<file path="config.mk">
export PLATFORM = sky130hd
export DESIGN_NAME = pipe_skid_stage
export DESIGN_NICKNAME = d
export VERILOG_FILES = /design/src/rtl/pipe_skid_stage.sv
export SDC_FILE = /design/constraint.sdc
export NUM_CORES = 1
export LEC_CHECK = 0
export ABC_CLOCK_PERIOD_IN_PS = 1340
export CORE_MARGIN = 2
export CORE_UTILIZATION = 36
export CTS_BUF_LIST = sky130_fd_sc_hd__clkbuf_4 sky130_fd_sc_hd__clkbuf_8 sky130_fd_sc_hd__clkbuf_16
export CTS_CLUSTER_DIAMETER = 200
export DETAILED_ROUTE_END_ITERATION = 6
export PLACE_DENSITY_LB_ADDON = 0.15
export SLEW_MARGIN = 20
export SYNTH_ARGS = -nofsm -noshare
export SYNTH_HDL_FRONTEND = slang
export SYNTH_SLANG_ARGS = --single-unit
export TNS_END_PERCENT = 5
</file>
<file path="constraint.sdc">
create_clock -name clk -period 1.34 [get_ports clk]
set_input_delay 0.268 -clock clk [delete_from_list [all_inputs] [get_ports clk]]
set_output_delay 0.268 -clock clk [all_outputs]
set_load 0.005 [all_outputs]
</file>
<file path="src/rtl/pipe_skid_stage.sv">
// Two-entry elastic valid/ready stage (main + skid register); in_ready and out_valid come straight from state flops.
// Latency: one cycle from in_fire to out_valid. Backpressure: absorbs one extra beat in skid, then deasserts in_ready.
// Optional stall counter enabled by defining PIPE_SKID_STALL_CNT_EN; otherwise stall_cnt is tied to zero.
module pipe_skid_stage #(
    parameter int WIDTH = 8
) (
    input  logic             clk,
    input  logic             reset,
    input  logic             flush,
    input  logic             in_valid,
    output logic             in_ready,
    input  logic [WIDTH-1:0] in_data,
    output logic             out_valid,
    input  logic             out_ready,
    output logic [WIDTH-1:0] out_data,
    output logic [31:0]      stall_cnt
);

    typedef enum logic [1:0] {
        EMPTY = 2'd0,
        ONE   = 2'd1,
        FULL  = 2'd2
    } state_t;

    state_t           state_q, state_d;
    logic [WIDTH-1:0] main_q, main_d;
    logic [WIDTH-1:0] skid_q, skid_d;
    logic             in_fire;
    logic             out_fire;

    assign out_valid = (state_q != EMPTY);
    assign in_ready  = (state_q != FULL);
    assign out_data  = main_q;
    assign in_fire   = in_valid && in_ready;
    assign out_fire  = out_valid && out_ready;

    always_comb begin
        state_d = state_q;
        main_d  = main_q;
        skid_d  = skid_q;
        // Flush drops everything, including a beat accepted in the same cycle.
        if (flush) begin
            state_d = EMPTY;
        end else begin
            case (state_q)
                EMPTY: begin
                    if (in_fire) begin
                        main_d  = in_data;
                        state_d = ONE;
                    end
                end
                ONE: begin
                    if (in_fire && out_fire) begin
                        main_d = in_data;
                    end else if (out_fire) begin
                        state_d = EMPTY;
                    end else if (in_fire) begin
                        skid_d  = in_data;
                        state_d = FULL;
                    end
                end
                FULL: begin
                    if (out_fire) begin
                        main_d  = skid_q;
                        state_d = ONE;
                    end
                end
                default: state_d = EMPTY;
            endcase
        end
    end

    always_ff @(posedge clk or negedge reset) begin
        if (!reset) begin
            state_q <= EMPTY;
            main_q  <= '0;
            skid_q  <= '0;
        end else begin
            state_q <= state_d;
            main_q  <= main_d;
            skid_q  <= skid_d;
        end
    end

`ifdef PIPE_SKID_STALL_CNT_EN
    logic [31:0] stall_q, stall_d;

    always_comb begin
        stall_d = stall_q;
        if (flush) begin
            stall_d = '0;
        end else if (out_valid && !out_ready && (stall_q != 32'hFFFF_FFFF)) begin
            stall_d = stall_q + 32'd1;
        end
    end

    always_ff @(posedge clk or negedge reset) begin
        if (!reset) begin
            stall_q <= '0;
        end else begin
            stall_q <= stall_d;
        end
    end

    assign stall_cnt = stall_q;
`else
    assign stall_cnt = 32'h0;
`endif

endmodule

</file>
# Word level (Yosys, flattened, before mapping)
# Index checks and enable logic that the tools add are counted.
[classes] n_eq_ne=10 muxes=11 bitwise_logic=3 reduce_logical=9
[ops] cell="2-to-1 mux 8 bit" count=3
[ops] cell="case mux 8 bit (3 select lines)" count=1
[ops] cell="2-to-1 mux 2 bit" count=6
[ops] cell="AND reduction 5 bit" count=2
[ops] cell="inequality test 3 bit, second input constant" count=3
[ops] cell="inequality test 2 bit, second input constant" count=4
[ops] cell="case mux 2 bit (3 select lines)" count=1
[ops] cell="inequality test 4 bit, second input constant" count=1
[ops] cell="AND reduction 4 bit" count=1
[ops] cell="logical AND 1 bit" count=3
[ops] cell="inverter 1 bit" count=3
[ops] cell="nonzero test 3 bit" count=1
[ops] cell="== test 2 x 1 -> 1 bit, second input constant" count=1
[ops] cell="== test 2 bit, second input constant" count=1
[ops] cell="zero test 2 bit" count=1
[ops] cell="nonzero test 2 bit" count=1
[word_totals] regBits=18 in_bits=13 wordCells=36

# Depth between registers and ports, before layout
# Gate-level depths: netlist (run 1).
[depth] ltp_word=7 ltp_mapped=4

# Worst setup path after synthesis (run 1)
# No wires, ideal clock.
[synth_path] path_type="register to register" start="reg state_q[1]" end="reg skid_q[0]" t_arrival_ns=1.329 t_required_ns=1.215 path_slack_ns=-0.113 path_stages_with_launch=4 n_path_buf=0 period_less_slack_ns=1.453 path_cell_list="dfrtp_1 > and2b_2 > nor3b_4 > mux2_2"
[synth_via] elab_chain_len=5 elab_cells_between_ends=9 cone_classes="eq/ne: 2; bitwise: 2; reduce/logical: 5"
[synth_lines] item="start, declared" line="25" rtl="state_t state_q, state_d;"
[synth_lines] item="start signal, assigned" line="79" rtl="state_q <= state_d;"
[synth_lines] item="inequality test 2 bit or nonzero test 2 bit (tied branches)" line="32, 31"
[synth_lines] item="logical AND 1 bit, on equally long branches" line="34, 35"
[synth_lines] item="logical AND 1 bit" line="53" rtl="if (in_fire && out_fire) begin"
[synth_lines] item="inverter 1 bit (no source line)"
[synth_lines] item="AND reduction 5 bit (no source line) (*)"
[synth_lines] item="end signal, assigned" line="81" rtl="skid_q <= skid_d;"
[synth_lines] item="end, declared" line="27" rtl="logic [WIDTH-1:0] skid_q, skid_d;"
# Mark *: on every way between the ends. The rest lies on a longest branch, timed or not.
# A chain may end at the register's enable or synchronous reset.

# Final worst setup path (run 1)
[layout_path] start="reg state_q[1]" end="reg skid_q[7]"
# The elaborated chain is that of the path after synthesis.

==> results of run 1 <==
-- cell type report --
type                       instances  area [um^2]
fill                             264         1330
multi-input combinational         71          571
sequential                        18          450
timing repair buffer              39          379
tap                               31         38.8
clock buffer                       4         36.3
inverter                           1         3.75
-- report_power, final --
group | switching (mW) | internal, mW
Combinational | 0.148 | 0.298
Clock | 0.170 | 0.165
Sequential | 0.0641 | 0.664
-- per-layer routing --
metal,routed length [um],vias to the layer above
li1,-,327
met1,929,324
met2,956,42
met5,0,-
met4,7,0
met3,150,2
-- cell families (layout without fill, tap and decap cells) --
family,Yosys count,after routing
other cells,1,32
simple gates,10,10
buf+inv,34,44
compound gates,5,5
flops,18,18
mux,24,24
-- critical path, delay by kind of cell (launching register included) --
kind	cells	cell delay, ns
and+or+nand+nor	2	0.47
DFF	1	0.41
buffers and inverters	2	0.30
muxes	1	0.30
-- per-stage QoR --
stage	instance area [um^2]	TNS [ns]	total power [mW]	std cells	util [%]
6_report	1480	-4.14	1.51	164	52.7
3_3_place_gp	1310	-7.74	1.11	151	46.5
3_5_place_dp	1310	-8.01	1.12	151	46.5
2_1_floorplan	1210	-1.73	0.975	123	-
5_1_grt	1480	-5.18	1.61	164	52.7
4_1_cts	1430	-3.54	1.49	161	50.8
-- sequential cells by signal, summed over array words and instances, names as in the netlist --
name	count
out_data	8
state_q	2
skid_q	8
-- what timing repair did --
item / CTS / global route
setup buffers: 7 / 3
pin swaps: 1 / 3
endpoints found under the setup margin: 26 / 19
gates resized for setup: 27 / 8
-- worst paths after layout --
path	startpoint	to	slack, ns
setup / recovery	state_q[1]	skid_q[7]	-0.25
hold / removal	reset	out_data[0]	0.28
setup reg to reg	state_q[1]	skid_q[7]	-0.25
hold reg to reg	skid_q[5]	skid_q[5]	0.51
max in group asynchronous	reset	skid_q[5]	0.86
min in group clk	skid_q[5]	skid_q[5]	0.51
-- synthesized netlist by cell type --
library cell               number
sky130_fd_sc_hd__or2_2          1
sky130_fd_sc_hd__and2b_2        1
sky130_fd_sc_hd__o21a_1         1
sky130_fd_sc_hd__o22a_2         1
sky130_fd_sc_hd__nor2_1         1
sky130_fd_sc_hd__nand2_1        2
sky130_fd_sc_hd__buf_2          1
sky130_fd_sc_hd__dfrtp_1       18
sky130_fd_sc_hd__mux2_2        24
sky130_fd_sc_hd__nor3_1         1
sky130_fd_sc_hd__nand2b_1       1
sky130_fd_sc_hd__buf_4         32
sky130_fd_sc_hd__inv_1          1
sky130_fd_sc_hd__a21oi_1        2
sky130_fd_sc_hd__nand3b_1       1
sky130_fd_sc_hd__nor2b_2        1
sky130_fd_sc_hd__a21oi_4        1
sky130_fd_sc_hd__nor3b_4        1
sky130_fd_sc_hd__conb_1         1
==> results by stage, run 1 <==
Routing:
- The first TritonRoute pass finished after 2 iterations.
- After detailed routing, the number of vias per cell comes to 4.24.
- In this run the remaining antenna-violating nets after routing total 0.
- For this run, design rule violations remaining after detail routing come to 0.
- The total wirelength of the detailed-routed design is 2040 um.
- After the first detailed-routing iteration, the DRC count stood at 11.
- The routed length per placed instance is 12.5 um.
- The via count is 695.

Clock network:
- The hold buffer count at CTS is 0.
- In this run the number of H-tree levels came out at 1.
- For this design, the sink count on the clock tree is 18.
- The clock-pin transition on the worst setup and hold timing paths is 0.11 ns.
- The number of buffers inserted during clock tree synthesis is 3.
- The clock latency of the later-clocked register in the worst-skew pair is 0.29 ns.
- The longest clock path from root to sink contains 2 buffers.
- The clock root buffer master is sky130_fd_sc_hd__clkbuf_4.
- The TritonCTS clock tree is built.

Worst setup path:
- The worst path arrival time is 1.77 ns.
- For the worst setup path, the data required time is 1.52 ns.
- For this run, the slowest stage of the critical path takes 0.41 ns.
- The worst setup path is launched from a flip-flop.
- The length in cells of the worst reg-to-reg path is 5.
- Of all nets on the critical path, the largest fanout is 8.
- The largest individual stage delay along the critical path comes from the cell sky130_fd_sc_hd__dfrtp_1.
- The worst setup path is of the flip-flop to flip-flop kind.
- STA classifies the critical path endpoint as a flip-flop.
- The critical path goes through buf_6 -> and2b_2 -> nor3b_4 -> buf_12 -> mux2_4.

Global route:
- The largest net degree at the start of global routing is 19.
- The met2 capacity usage during global routing is 17.5%.
- The number of antenna violations at the first check in global routing is 0.
- Global routing used 11.3% of the available tracks across all layers.
- Global routing consumed, on the met1 layer, 15.6% of the routing resources.
- In this run the most used layer during global routing was met2.
- The via count of the first global-routing pass is 613.
- The first-pass GRT wire length is 2910 um.
- The global-route met3 utilization is 2.62%.
- After global routing the overflow that remains totals 0.

Synth:
- After synthesis, flip-flops and latches occupy 41.3% of the total area.
- Summing the areas of all and, or, nand and nor instances in the mapped netlist gives 6.66% of the synthesized area.
- The synthesized netlist cell count is 92.
- The post-synthesis xor/xnor area fraction is 0%.
- The mapped cell area is 1090 um^2.
- The synthesized netlist devotes 0% of its cell area to adder and majority cells.
- During synthesis, Yosys emitted a total of 0 warnings.
- The mux share of post-synthesis cell area is 24.8%.
- The largest total area in the synthesized netlist belongs to sky130_fd_sc_hd__dfrtp_1.
- The fraction of synthesized cell area taken by the top area cell type is 41.3%.
- The flop and latch count out of synthesis is 18.
- After synthesis, the netlist uses 19 different library cells.
- The synthesized-area fraction occupied by ao, oa, aoi and oai cells is 4.02%.
- In the post-synthesis netlist, the biggest area contributors are sky130_fd_sc_hd__dfrtp_1 41%, sky130_fd_sc_hd__mux2_2 25%, sky130_fd_sc_hd__buf_4 22%, sky130_fd_sc_hd__nor3b_4 1.7%, sky130_fd_sc_hd__a21oi_4 1.5%.
- The main combinational cell family by area after synthesis is multiplexers.
- The synthesized area per cell is 11.8 um^2.

Floorplan:
- Row generation in the floorplan step produced 19 rows.
- The initial utilization of the core area, before any placement, comes to 38.8%.
- From bottom edge to top edge, the die measures 59.0 um.
- The die is 59.0 um wide.
- The die footprint is 3480 um^2.
- The floorplan core area is 2810 um^2.
- For this design the top-level I/O count stands at 55.

Timing:
- The final number of max-transition violations is 0.
- Across the routed clock network, the largest skew measured is 0.00617 ns.
- The worst setup slack after layout is -0.248 ns.
- Setup repair after global routing could not meet its margin everywhere.
- The final cycle utilization of the critical path is 119%.
- The setup-violating endpoint count in the final report is 20.
- The peak clock frequency supported by timing is 630 MHz.
- The worst hold slack is 0.283 ns.
- The final hold violation count came to 0.
- The minimum clock period is 1.59 ns.

Power:
- The power per cell area is 1020 nW/um^2.
- Across the VDD grid, the largest voltage drop is 0.662 mV.
- The leakage power is 0.713 nW.

Placed design:
- The count of input and output buffers is 22.
- The half-perimeter wire length after detailed placement is 1300 um.
- The weighted congestion at the end of routability-driven global placement is 0.685.
- Before CTS, the worst setup slack after placement is -0.540 ns.

Min path:
- The path category of the worst min-delay check is input port to asynchronous set/reset pin.

Layout:
- Leaving out fill and tap cells, the most frequent cell in the layout is sky130_fd_sc_hd__conb_1.
- The share of post-route cells with drive strength above 1 is 42.1%.
- The antenna diode count is 0.
- The area overhead of the layout relative to synthesis is 35.7%.
- The final-stage net count is 147.
- In the layout the commonest cells are 32 x sky130_fd_sc_hd__conb_1, 18 x sky130_fd_sc_hd__dfrtp_1.

Run:
- The tool flagged a number of max-cap violations equal to 0.

Run status:
- The checks that failed: setup timing.
- The flow ran to the end, but the final reports show violations.
Power figures use the tool's default switching activity.
==> inputs of run 2 (changes only) <==
--- a/config.mk
+++ b/config.mk
@@ -11,7 +11,7 @@
 export CTS_BUF_LIST = sky130_fd_sc_hd__clkbuf_4 sky130_fd_sc_hd__clkbuf_8 sky130_fd_sc_hd__clkbuf_16
 export CTS_CLUSTER_DIAMETER = 200
 export DETAILED_ROUTE_END_ITERATION = 6
-export PLACE_DENSITY_LB_ADDON = 0.15
+export PLACE_DENSITY = 0.76
 export SLEW_MARGIN = 20
 export SYNTH_ARGS = -nofsm -noshare
 export SYNTH_HDL_FRONTEND = slang
==> run 2 against run 1 <==
Against the previous run: the run still ends with setup timing left; combinational power increased by 2%; fmax up 1.9%; sequential share of layout area is essentially flat; cell area about the same; global-route usage is 1.2 points higher; non-clock buffer count fell by 1; highest routed layer is now met3.
==> results by stage, run 2 (synthesis results as in run 1) <==
Run status:
- Result of the run: complete, but fails checks (unchanged).
- Failing checks: setup timing (unchanged).

Routing:
- The detailed-route DRC error count came to 0 (unchanged).
- The number of vias per cell is 4.39 (was 4.24).
- The post-detailed-route count of antenna-violating nets was 0 (unchanged).
- The number of detailed-route iterations in the first pass is 4 (was 2).
- The DRC marker count from the first detailed-route iteration is 4 (was 11).
- The total wirelength of the detailed-routed design came to 2010 um (was 2040 um).
- The via count is 715 (was 695).
- The routed length per placed instance is 12.4 um (was 12.5 um).

Timing:
- The worst setup slack after layout is -0.218 ns (was -0.248 ns).
- Setup repair after global routing missed its margin: true (unchanged).
- The minimum clock period is 1.56 ns (was 1.59 ns).
- The worst clock skew on the final layout is 0.00389 ns (was 0.00617 ns).
- The final cycle utilization of the critical path is 116% (was 119%).
- The final number of max-transition violations was 0 (unchanged).
- The peak clock frequency supported by timing is 642 MHz (was 630 MHz).
- The setup-violating endpoint count in the final report is 18 (was 20).
- The aggregate negative setup slack is -3.07 ns (was -4.14 ns).
- The final hold violation count is 0 (unchanged).

Floorplan:
- The site row count is 19 (unchanged).
- The floorplan core area is 2810 um^2 (unchanged).
- The die span in x is 59.0 um (unchanged).
- The die extent in y is 59.0 um (unchanged).
- The I/O pin count is 55 (unchanged).
- The starting density of the core was 38.8% (unchanged).
- The die footprint is 3480 um^2 (unchanged).

Placed design:
- The count of input and output buffers was 22 (unchanged).
- The half-perimeter wire length after detailed placement came to 1430 um (was 1300 um).
- The weighted congestion at the end of routability-driven global placement came to 0.747 (was 0.685).
- The number of cells after detailed placement came to 152 (was 151).
- The total cell area at the placement stage came to 1300 um^2 (was 1310 um^2).

Worst setup path:
- The worst path arrival time is 1.74 ns (was 1.77 ns).
- The type of element launching the critical path is a flip-flop (unchanged).
- Critical path cell sequence: and2b_2 -> nand2_1 -> a21oi_4 -> buf_12 -> mux2_2 (was buf_6 -> and2b_2 -> nor3b_4 -> buf_12 -> mux2_4).
- The worst reg2reg path startpoint is state_q[1] (unchanged).
- The data required time at the worst endpoint is 1.52 ns (about the same).
- The element type at the critical path end is a flip-flop (unchanged).
- The critical path class is flip-flop to flip-flop (unchanged).
- The critical-path cell with the highest stage delay was sky130_fd_sc_hd__dfrtp_1 (unchanged).
- The delay of the slowest cell on the worst path is 0.43 ns (was 0.41 ns).
- The length in cells of the worst reg-to-reg path is 5 (unchanged).
- The reg-to-reg critical path endpoint is out_data[1] (was skid_q[7]).
- The slack of the worst reg-to-reg path is -0.22 ns (was -0.25 ns).
- The maximum fanout encountered on the critical timing path is 8 (unchanged).

Power:
- The leakage power is 0.728 nW (was 0.713 nW).
- The power per cell area is 1020 nW/um^2 (about the same).
- The worst IR drop on VDD came to 0.553 mV (was 0.662 mV).

Layout:
- The antenna diode count was 0 (unchanged).
- Highest-count cells in the layout ignoring fill and taps: 32 x sky130_fd_sc_hd__conb_1, 19 x sky130_fd_sc_hd__mux2_4, 18 x sky130_fd_sc_hd__dfrtp_1 (was 32 x sky130_fd_sc_hd__conb_1, 18 x sky130_fd_sc_hd__dfrtp_1).
- The final-stage net count was 146 (was 147).
- The final instance area came to 1480 um^2 (about the same).
- The area overhead of the layout relative to synthesis is 35.8% (was 35.7%).
- The leading cell type in the layout, fill and taps excluded was sky130_fd_sc_hd__conb_1 (unchanged).
- The number of cells in the finished layout apart from fillers came to 163 (was 164).
- The share of post-route cells with drive strength above 1 is 40.2% (was 42.1%).

Run:
- The number of max-capacitance violations reported is 0 (unchanged).

Clock network:
- The number of buffers inserted during clock tree synthesis was 3 (unchanged).
- The clock-pin transition on the worst setup and hold timing paths was 0.10 ns (was 0.11 ns).
- The TritonCTS clock tree is built (unchanged).
- The clock root buffer master is sky130_fd_sc_hd__clkbuf_4 (unchanged).
- The clock latency of the later-clocked register in the worst-skew pair is 0.28 ns (was 0.29 ns).
- The hold buffer count at CTS is 0 (unchanged).
- The maximum count of clock buffers along a single path is 2 (unchanged).
- The number of levels the H-tree was split into was 1 (unchanged).
- The number of clock sinks came to 18 (unchanged).

Global route:
- The final global-route overflow total was 0 (unchanged).
- The via count of the first global-routing pass is 723 (was 613).
- The overall global routing resource usage was 12.5% (was 11.3%).
- The largest net degree at the start of global routing is 19 (unchanged).
- The first-pass GRT wire length is 3260 um (was 2910 um).
- The number of antenna violations at the first check in global routing came to 0 (unchanged).

Min path:
- The path category of the worst min-delay check was input port to asynchronous set/reset pin (unchanged).
[run 2: report_power, final]
| group | switching, mW | total (mW) | internal (mW) |
|---|---|---|---|
| clock network | 0.155 | 0.320 | 0.165 |
| registers | 0.0701 | 0.735 | 0.665 |
| logic | 0.150 | 0.455 | 0.306 |
[run 2: worst max-delay path, delay by kind of cell (launching register included)]
kind                   cells  cell delay [ns]
flip-flops                 1             0.43
AO/OA/AOI/OAI              1             0.18
multiplexers               1             0.33
buffers and inverters      1             0.15
AND/OR/NAND/NOR            2             0.36
[run 2: worst max path at each step]
| stage | startpoint | to | slack [ns] | depth (start not counted) |
|---|---|---|---|---|
| floorplan | state_q[1] | skid_q[0] | -0.11 | 3 |
| global route | state_q[0] | out_data[1] | -0.27 | 5 |
| detailed placement | out_ready | out_data[6] | -0.53 | 5 |
| global placement | out_ready | out_data[1] | -0.50 | 5 |
| CTS | state_q[0] | out_data[1] | -0.20 | 5 |
| finish | state_q[1] | out_data[1] | -0.22 | 5 |
[run 2: through the flow]
| stage | util, % | hold WS [ns] | setup WS (ns) | total power [mW] |
|---|---|---|---|---|
| 6_report | 52.8 | 0.303 | -0.218 | 1.51 |
| 5_1_grt | 52.8 | 0.330 | -0.266 | 1.61 |
| 4_1_cts | 51.3 | 0.305 | -0.201 | 1.50 |
| 3_5_place_dp | 46.3 | 0.493 | -0.531 | 1.12 |
| 3_3_place_gp | 46.3 | 0.483 | -0.495 | 1.11 |
| 2_1_floorplan | - | -0.0276 | -0.113 | 0.975 |
[run 2: layer usage]
layer | global-route usage (%) | part of all wire [%] | up-vias
met1 | 15.6 | 42 | 344
met5 | 0 | 0 | -
li1 | - | - | 325
met3 | 2.18 | 8.5 | 0
met4 | 3.90 | 0 | 0
met2 | 21.9 | 49 | 46
[run 2: cell type report]
class / count / area (um^2)
Sequential cell: 18 / 450
Multi-Input combinational cell: 71 / 591
Inverter: 1 / 3.75
Tap cell: 31 / 38.8
Timing Repair Buffer: 38 / 360
Clock buffer: 4 / 36.3
Fill cell: 256 / 1330
[run 2: what timing repair did]
action / 4_1_cts / 5_1_grt
endpoints found under the setup margin: 26 / 18
pin swaps: 1 / 1
cloned: 0 / 0
gates resized for setup: 33 / 7
buffers inserted: 4 / 3
==> inputs of run 3 (changes only) <==
--- a/config.mk
+++ b/config.mk
@@ -5,7 +5,6 @@
 export SDC_FILE = /design/constraint.sdc
 export NUM_CORES = 1
 export LEC_CHECK = 0
-export ABC_CLOCK_PERIOD_IN_PS = 1340
 export CORE_MARGIN = 2
 export CORE_UTILIZATION = 36
 export CTS_BUF_LIST = sky130_fd_sc_hd__clkbuf_4 sky130_fd_sc_hd__clkbuf_8 sky130_fd_sc_hd__clkbuf_16
==> results of run 3 <==
Final layout, timing and power as in run 2 (identical DEF).
